### src/rtl/alu_pkg.sv
// rtl/alu_pkg.sv - opcode encodings (MIPS funct field) shared by the ALU pipeline
package alu_pkg;
    localparam int OP_W = 6;

    localparam logic [OP_W-1:0] OP_PASSA = 6'b000000;
    localparam logic [OP_W-1:0] OP_PASSB = 6'b000001;
    localparam logic [OP_W-1:0] OP_SRL   = 6'b000010;
    localparam logic [OP_W-1:0] OP_SRA   = 6'b000011;
    localparam logic [OP_W-1:0] OP_SLL   = 6'b000100;
    localparam logic [OP_W-1:0] OP_ADD   = 6'b100000;
    localparam logic [OP_W-1:0] OP_SUB   = 6'b100010;
    localparam logic [OP_W-1:0] OP_AND   = 6'b100100;
    localparam logic [OP_W-1:0] OP_OR    = 6'b100101;
    localparam logic [OP_W-1:0] OP_XOR   = 6'b100110;
    localparam logic [OP_W-1:0] OP_NOR   = 6'b100111;
    localparam logic [OP_W-1:0] OP_SLT   = 6'b101010;
    localparam logic [OP_W-1:0] OP_SLTU  = 6'b101011;
endpackage

### src/rtl/alu_core.sv
// rtl/alu_core.sv - combinational ALU: result, carry, overflow and illegal-op flag
module alu_core #(
    parameter int DATA_W = 8,
    parameter int OP_W   = 6
) (
    input  logic [OP_W-1:0]   i_op,
    input  logic [DATA_W-1:0] i_a,
    input  logic [DATA_W-1:0] i_b,
    output logic [DATA_W-1:0] o_result,
    output logic              o_c,
    output logic              o_v,
    output logic              o_err
);
    import alu_pkg::*;

    localparam int SH_W = $clog2(DATA_W);
    localparam int MSB  = DATA_W - 1;

    logic [SH_W-1:0]   w_sh;
    logic [DATA_W:0]   w_sum;
    logic [DATA_W:0]   w_diff;
    logic              w_lt_s;
    logic              w_lt_u;

    assign w_sh   = i_b[SH_W-1:0];
    // One extra bit so the top bit is carry (add) or borrow (sub)
    assign w_sum  = {1'b0, i_a} + {1'b0, i_b};
    assign w_diff = {1'b0, i_a} - {1'b0, i_b};
    assign w_lt_s = $signed(i_a) < $signed(i_b);
    assign w_lt_u = i_a < i_b;

    always_comb begin
        o_result = '0;
        o_c      = 1'b0;
        o_v      = 1'b0;
        o_err    = 1'b0;
        case (i_op)
            OP_ADD: begin
                o_result = w_sum[MSB:0];
                o_c      = w_sum[DATA_W];
                o_v      = (i_a[MSB] == i_b[MSB]) && (w_sum[MSB] != i_a[MSB]);
            end
            OP_SUB: begin
                o_result = w_diff[MSB:0];
                o_c      = !w_diff[DATA_W];
                o_v      = (i_a[MSB] != i_b[MSB]) && (w_diff[MSB] != i_a[MSB]);
            end
            OP_AND:   o_result = i_a & i_b;
            OP_OR:    o_result = i_a | i_b;
            OP_XOR:   o_result = i_a ^ i_b;
            OP_NOR:   o_result = ~(i_a | i_b);
            OP_SRA:   o_result = $signed(i_a) >>> w_sh;
            OP_SRL:   o_result = i_a >> w_sh;
            OP_SLL:   o_result = i_a << w_sh;
            OP_SLT:   o_result = {{(DATA_W-1){1'b0}}, w_lt_s};
            OP_SLTU:  o_result = {{(DATA_W-1){1'b0}}, w_lt_u};
            OP_PASSA: o_result = i_a;
            OP_PASSB: o_result = i_b;
            default: begin
                o_result = '1;
                o_err    = 1'b1;
            end
        endcase
    end
endmodule

### src/rtl/alu_pipe.sv
// rtl/alu_pipe.sv - two-stage ALU pipeline with valid/ready handshake and status flags
module alu_pipe #(
    parameter int DATA_W = 8,
    parameter int OP_W   = 6
) (
    input  logic              clk,
    input  logic              reset,
    input  logic              in_valid,
    output logic              in_ready,
    input  logic [OP_W-1:0]   Op,
    input  logic [DATA_W-1:0] A,
    input  logic [DATA_W-1:0] B,
    output logic              out_valid,
    input  logic              out_ready,
    output logic [DATA_W-1:0] Result,
    output logic              flag_z,
    output logic              flag_n,
    output logic              flag_c,
    output logic              flag_v,
    output logic              err
);
    logic              r_s1_valid;
    logic [OP_W-1:0]   r_s1_op;
    logic [DATA_W-1:0] r_s1_a;
    logic [DATA_W-1:0] r_s1_b;
    logic              r_s2_valid;
    logic [DATA_W-1:0] r_result;
    logic              r_z, r_n, r_c, r_v, r_err;

    logic              w_s1_en;
    logic              w_s2_en;
    logic [DATA_W-1:0] w_result;
    logic              w_c, w_v, w_err;

    // S2 frees up when empty or being taken; S1 frees up when empty or moving into S2
    assign w_s2_en  = !r_s2_valid || out_ready;
    assign w_s1_en  = !r_s1_valid || w_s2_en;
    assign in_ready = w_s1_en;

    alu_core #(.DATA_W(DATA_W), .OP_W(OP_W)) u_core (
        .i_op     (r_s1_op),
        .i_a      (r_s1_a),
        .i_b      (r_s1_b),
        .o_result (w_result),
        .o_c      (w_c),
        .o_v      (w_v),
        .o_err    (w_err)
    );

    always_ff @(posedge clk or posedge reset) begin
        if (reset) begin
            r_s1_valid <= 1'b0;
            r_s1_op    <= '0;
            r_s1_a     <= '0;
            r_s1_b     <= '0;
        end else if (w_s1_en) begin
            r_s1_valid <= in_valid;
            if (in_valid) begin
                r_s1_op <= Op;
                r_s1_a  <= A;
                r_s1_b  <= B;
            end
        end
    end

    // Output data only changes when a real op moves in, so it holds across bubbles
    always_ff @(posedge clk or posedge reset) begin
        if (reset) begin
            r_s2_valid <= 1'b0;
            r_result   <= '0;
            r_z        <= 1'b0;
            r_n        <= 1'b0;
            r_c        <= 1'b0;
            r_v        <= 1'b0;
            r_err      <= 1'b0;
        end else if (w_s2_en) begin
            r_s2_valid <= r_s1_valid;
            if (r_s1_valid) begin
                r_result <= w_result;
                r_z      <= (w_result == '0);
                r_n      <= w_result[DATA_W-1];
                r_c      <= w_c;
                r_v      <= w_v;
                r_err    <= w_err;
            end
        end
    end

    assign out_valid = r_s2_valid;
    assign Result    = r_result;
    assign flag_z    = r_z;
    assign flag_n    = r_n;
    assign flag_c    = r_c;
    assign flag_v    = r_v;
    assign err       = r_err;
endmodule

### config.mk
export PLATFORM = sky130hd
export DESIGN_NAME = alu_pipe
export DESIGN_NICKNAME = d
export VERILOG_FILES = /design/src/rtl/alu_pkg.sv /design/src/rtl/alu_core.sv /design/src/rtl/alu_pipe.sv
export SDC_FILE = /design/constraint.sdc
export NUM_CORES = 1
export LEC_CHECK = 0
export CAP_MARGIN = 10
export CORE_UTILIZATION = 45
export DETAILED_ROUTE_END_ITERATION = 6
export PLACE_DENSITY = 0.68
export SYNTH_ARGS = -nofsm -noshare
export SYNTH_HDL_FRONTEND = slang
export SYNTH_SLANG_ARGS = --single-unit
### constraint.sdc
create_clock -name clk -period 3 [get_ports clk]
set_input_delay 0.6 -clock clk [delete_from_list [all_inputs] [get_ports clk]]
set_output_delay 0.6 -clock clk [all_outputs]
set_load 0.05 [all_outputs]
==> qor.txt <==
status - finished clean
Slew Viols, Final - 0
drt total wl - 10060 um
clock slew at reported path FFs - 90 ps
CTS Buf Count - 5
worst hold path class - reg2reg
sequential share of the synthesized area - 0.2487
core area - 7767 um2
share of layout cells above drive strength 1 - 0.2066
post-synthesis net count - 457
Setup Total Neg Slack - 0 ps
clk_skew - 14.79 ps
fin crit share - 0.9455
worst path required time - 3190 ps
EDFF count, synth - 0
crit path DAT - 3030 ps
Clock Tree Root - clkbuf_8
first-pass GRT wire length - 16660 um
fin nets - 507
vias in the first global route - 3248
diode count - 0
Slowest-stage cell, CP - dfrtp_1
post-DR vias/cell - 5.996
Util after Layout - 0.5543
Worst path max stage delay - 390 ps
Starting Density - 0.4663
CP Class - reg2reg
f_max - 0.3525 GHz
CP Capture Type - flop
clock latency on the worst-skew pair - 310 ps
DRC - 0
Die Height - 91.72 um
CTS H-tree lvls - 2
RSZ-0062 raised after global routing - false
Worst Path Buf+Inv - 2
register bit count reported by yosys - 36
CTS tree - built
initial antenna violation count - 0
Async SR Flop Fraction - 1.000
min Tclk post-route - 2837 ps
pwr dens - 551.9 nW/um2
main flop type after synthesis - dfrtp_1
Cells after Synth - 404
Antenna Nets Post-Route - 0
# setup viols final - 0
setup bufs post-CTS - 0
dpl hpwl - 7903 um
Final Hold Viols - 0
Synth Area per Inst - 8.966 um2
fill cell count - 744
worst slew pin tran - 655.2 ps
Mapped Area - 3622 um2
RD Place Congestion - 0.9190
# IOs - 41
total grt overflow - 0
row count - 32
CP Launch Type - flop
Die ar. - 8413 um2
Syn. warnings - 0
largest net degree at the start of global routing - 37
CTS sink cnt - 36
crit-path cells - inv_1 -> ha_1 -> inv_1 -> fa_1 -> nor2b_2 -> o311ai_1 -> a21bo_1 -> o21bai_1 -> nor4_1 -> or4_1 -> nor4_1 -> a22o_1
Port Buffer Count - 40
total of max-cap violations - 0
first-pass detailed-route iteration total - 5
Max rail drop VDD - 0.0002373 V
synth unique cells - 75
DR iter-0 viols - 250
Clock Path Buffers - 2
GR Util All Layers - 0.2527
Leak Pwr - 1.771 nW
Area Growth Syn to Fin - 18.86%
Top delay family on crit path - compound AO/OA/AOI/OAI gates
drt wl/cell - 18.06 um
die width - 91.72 um
critical path peak fanout - 3
Multi-input gate area - 2461 um2
Vias - 3340
Rel. slew slack - 0.5592
FF/Latch Area - 900.9 um2
[cell usage after synthesis (3+ instances only)]
cell | instances | area, um2
dfrtp_1 | 36 | 900.9
mux2_2 | 32 | 360.4
nand2_1 | 28 | 105.1
ha_1 | 25 | 312.8
nor2_1 | 23 | 86.33
a21oi_1 | 21 | 105.1
inv_1 | 21 | 78.83
o21ai_0 | 21 | 105.1
mux2i_1 | 15 | 150.1
buf_2 | 11 | 55.05
nand3_1 | 11 | 55.05
xnor2_1 | 9 | 78.83
nand2b_1 | 8 | 50.05
nor4_1 | 8 | 50.05
buf_6 | 7 | 78.83
nor3_1 | 7 | 35.03
o211ai_1 | 6 | 45.04
o31ai_1 | 6 | 45.04
or3_1 | 6 | 37.54
buf_4 | 5 | 37.54
o22ai_1 | 5 | 31.28
clkbuf_1 | 4 | 15.01
nand4_1 | 4 | 25.02
nor2b_1 | 4 | 25.02
a211oi_1 | 3 | 22.52
a21o_1 | 3 | 22.52
a31oi_1 | 3 | 18.77
a32oi_1 | 3 | 26.28
mux4_2 | 3 | 67.56
xor2_1 | 3 | 26.28
[repair_timing]
action	in CTS	in global routing
endpoints found under the setup margin	0	2
resized for setup	0	5
hold buffers	0	0
[cell families after synthesis]
family	Yosys count	share of synthesized area
flip-flops	36	0.2487
AO/OA/AOI/OAI	107	0.2031
adder cells (fa/ha/maj)	27	0.09741
buffers and inverters	52	0.07738
AND/OR/NAND/NOR	120	0.1848
multiplexers	50	0.1596
XOR/XNOR	12	0.02902
[registers in the layout (all words and copies together), names as in the netlist]
name,count
Result,8
r_s1_a,8
out_valid,1
flag_v,1
r_s1_valid,1
r_s1_b,8
err,1
flag_z,1
r_s1_op,6
flag_c,1
[layout make-up]
cell class	instances	share of cell area
inverter	23	0.02092
clock buffer	5	0.01598
multi-input combinational	316	0.5716
clock inverter	3	0.004359
sequential	36	0.2092
tap	102	0.02964
timing repair buffer	72	0.1482
[worst reg2reg max path, delay by kind of cell (launching register included)]
| kind | cells | cell delay (ps) |
|---|---|---|
| AOI/OAI and AO/OA | 4 | 840 |
| and+or+nand+nor | 4 | 720 |
| adders and majority gates | 2 | 590 |
| DFF | 1 | 390 |
| buffers and inverters | 2 | 180 |
[path summary, 6_finish.rpt]
path,slack (ps),cells past startpoint,to,startpoint
worst min-delay path,480,2,flag_v,flag_v
max in group asynchronous,1960,3,Result[4],reset
min in group asynchronous,700,3,r_s1_a[6],reset
worst min register to register,480,2,flag_v,flag_v
worst max-delay path,160,12,flag_z,r_s1_a[0]
worst max register to register,160,12,flag_z,r_s1_a[0]
[layer usage]
layer	global-route usage	up-vias	routed length (um)
met2	0.4305	124	4820
met3	0.03566	22	635
met1	0.3264	1606	4353
met5	0	-	0
li1	-	1588	-
met4	0.08984	0	249
[where the power goes]
part	switching (mW)	leakage, nW	internal, mW
registers	0.0758	0.415	0.562
clock network	0.206	0.0479	0.162
logic	0.789	1.31	0.581
[cell usage in the layout, fill, tap and decap left out, types with 4 or more instances in the layout]
cell              n
clkbuf_8          5
o31ai_1           5
mux2_2           32
o211ai_1          6
buf_4            33
nor4_1            8
nor3_1            7
ha_1             25
nand4_1           4
xnor2_1           9
nand3_1          11
o21ai_0          21
nor2_1           23
o22ai_1           5
a21oi_1          21
inv_1            21
clkdlybuf4s50_1  39
nand2b_1          8
dfrtp_1          36
or3_1             6
nand2_1          28
mux2i_1          15
[stage by stage]
step | total power, mW | instance area (um2) | cells | setup WS, ps | hold WS, ps
after global routing | 2.527 | 4305 | 557 | 31.10 | 526.6
after floorplan | 1.615 | 3622 | 404 | 199.0 | 479.8
after detailed placement | 1.987 | 4194 | 549 | 117.9 | 466.4
after CTS | 2.358 | 4282 | 557 | 80.91 | 485.7
after global placement | 1.963 | 4194 | 549 | 227.3 | 460.3
final | 2.376 | 4305 | 557 | 163.4 | 482.3
Power figures use the tool's default switching activity.
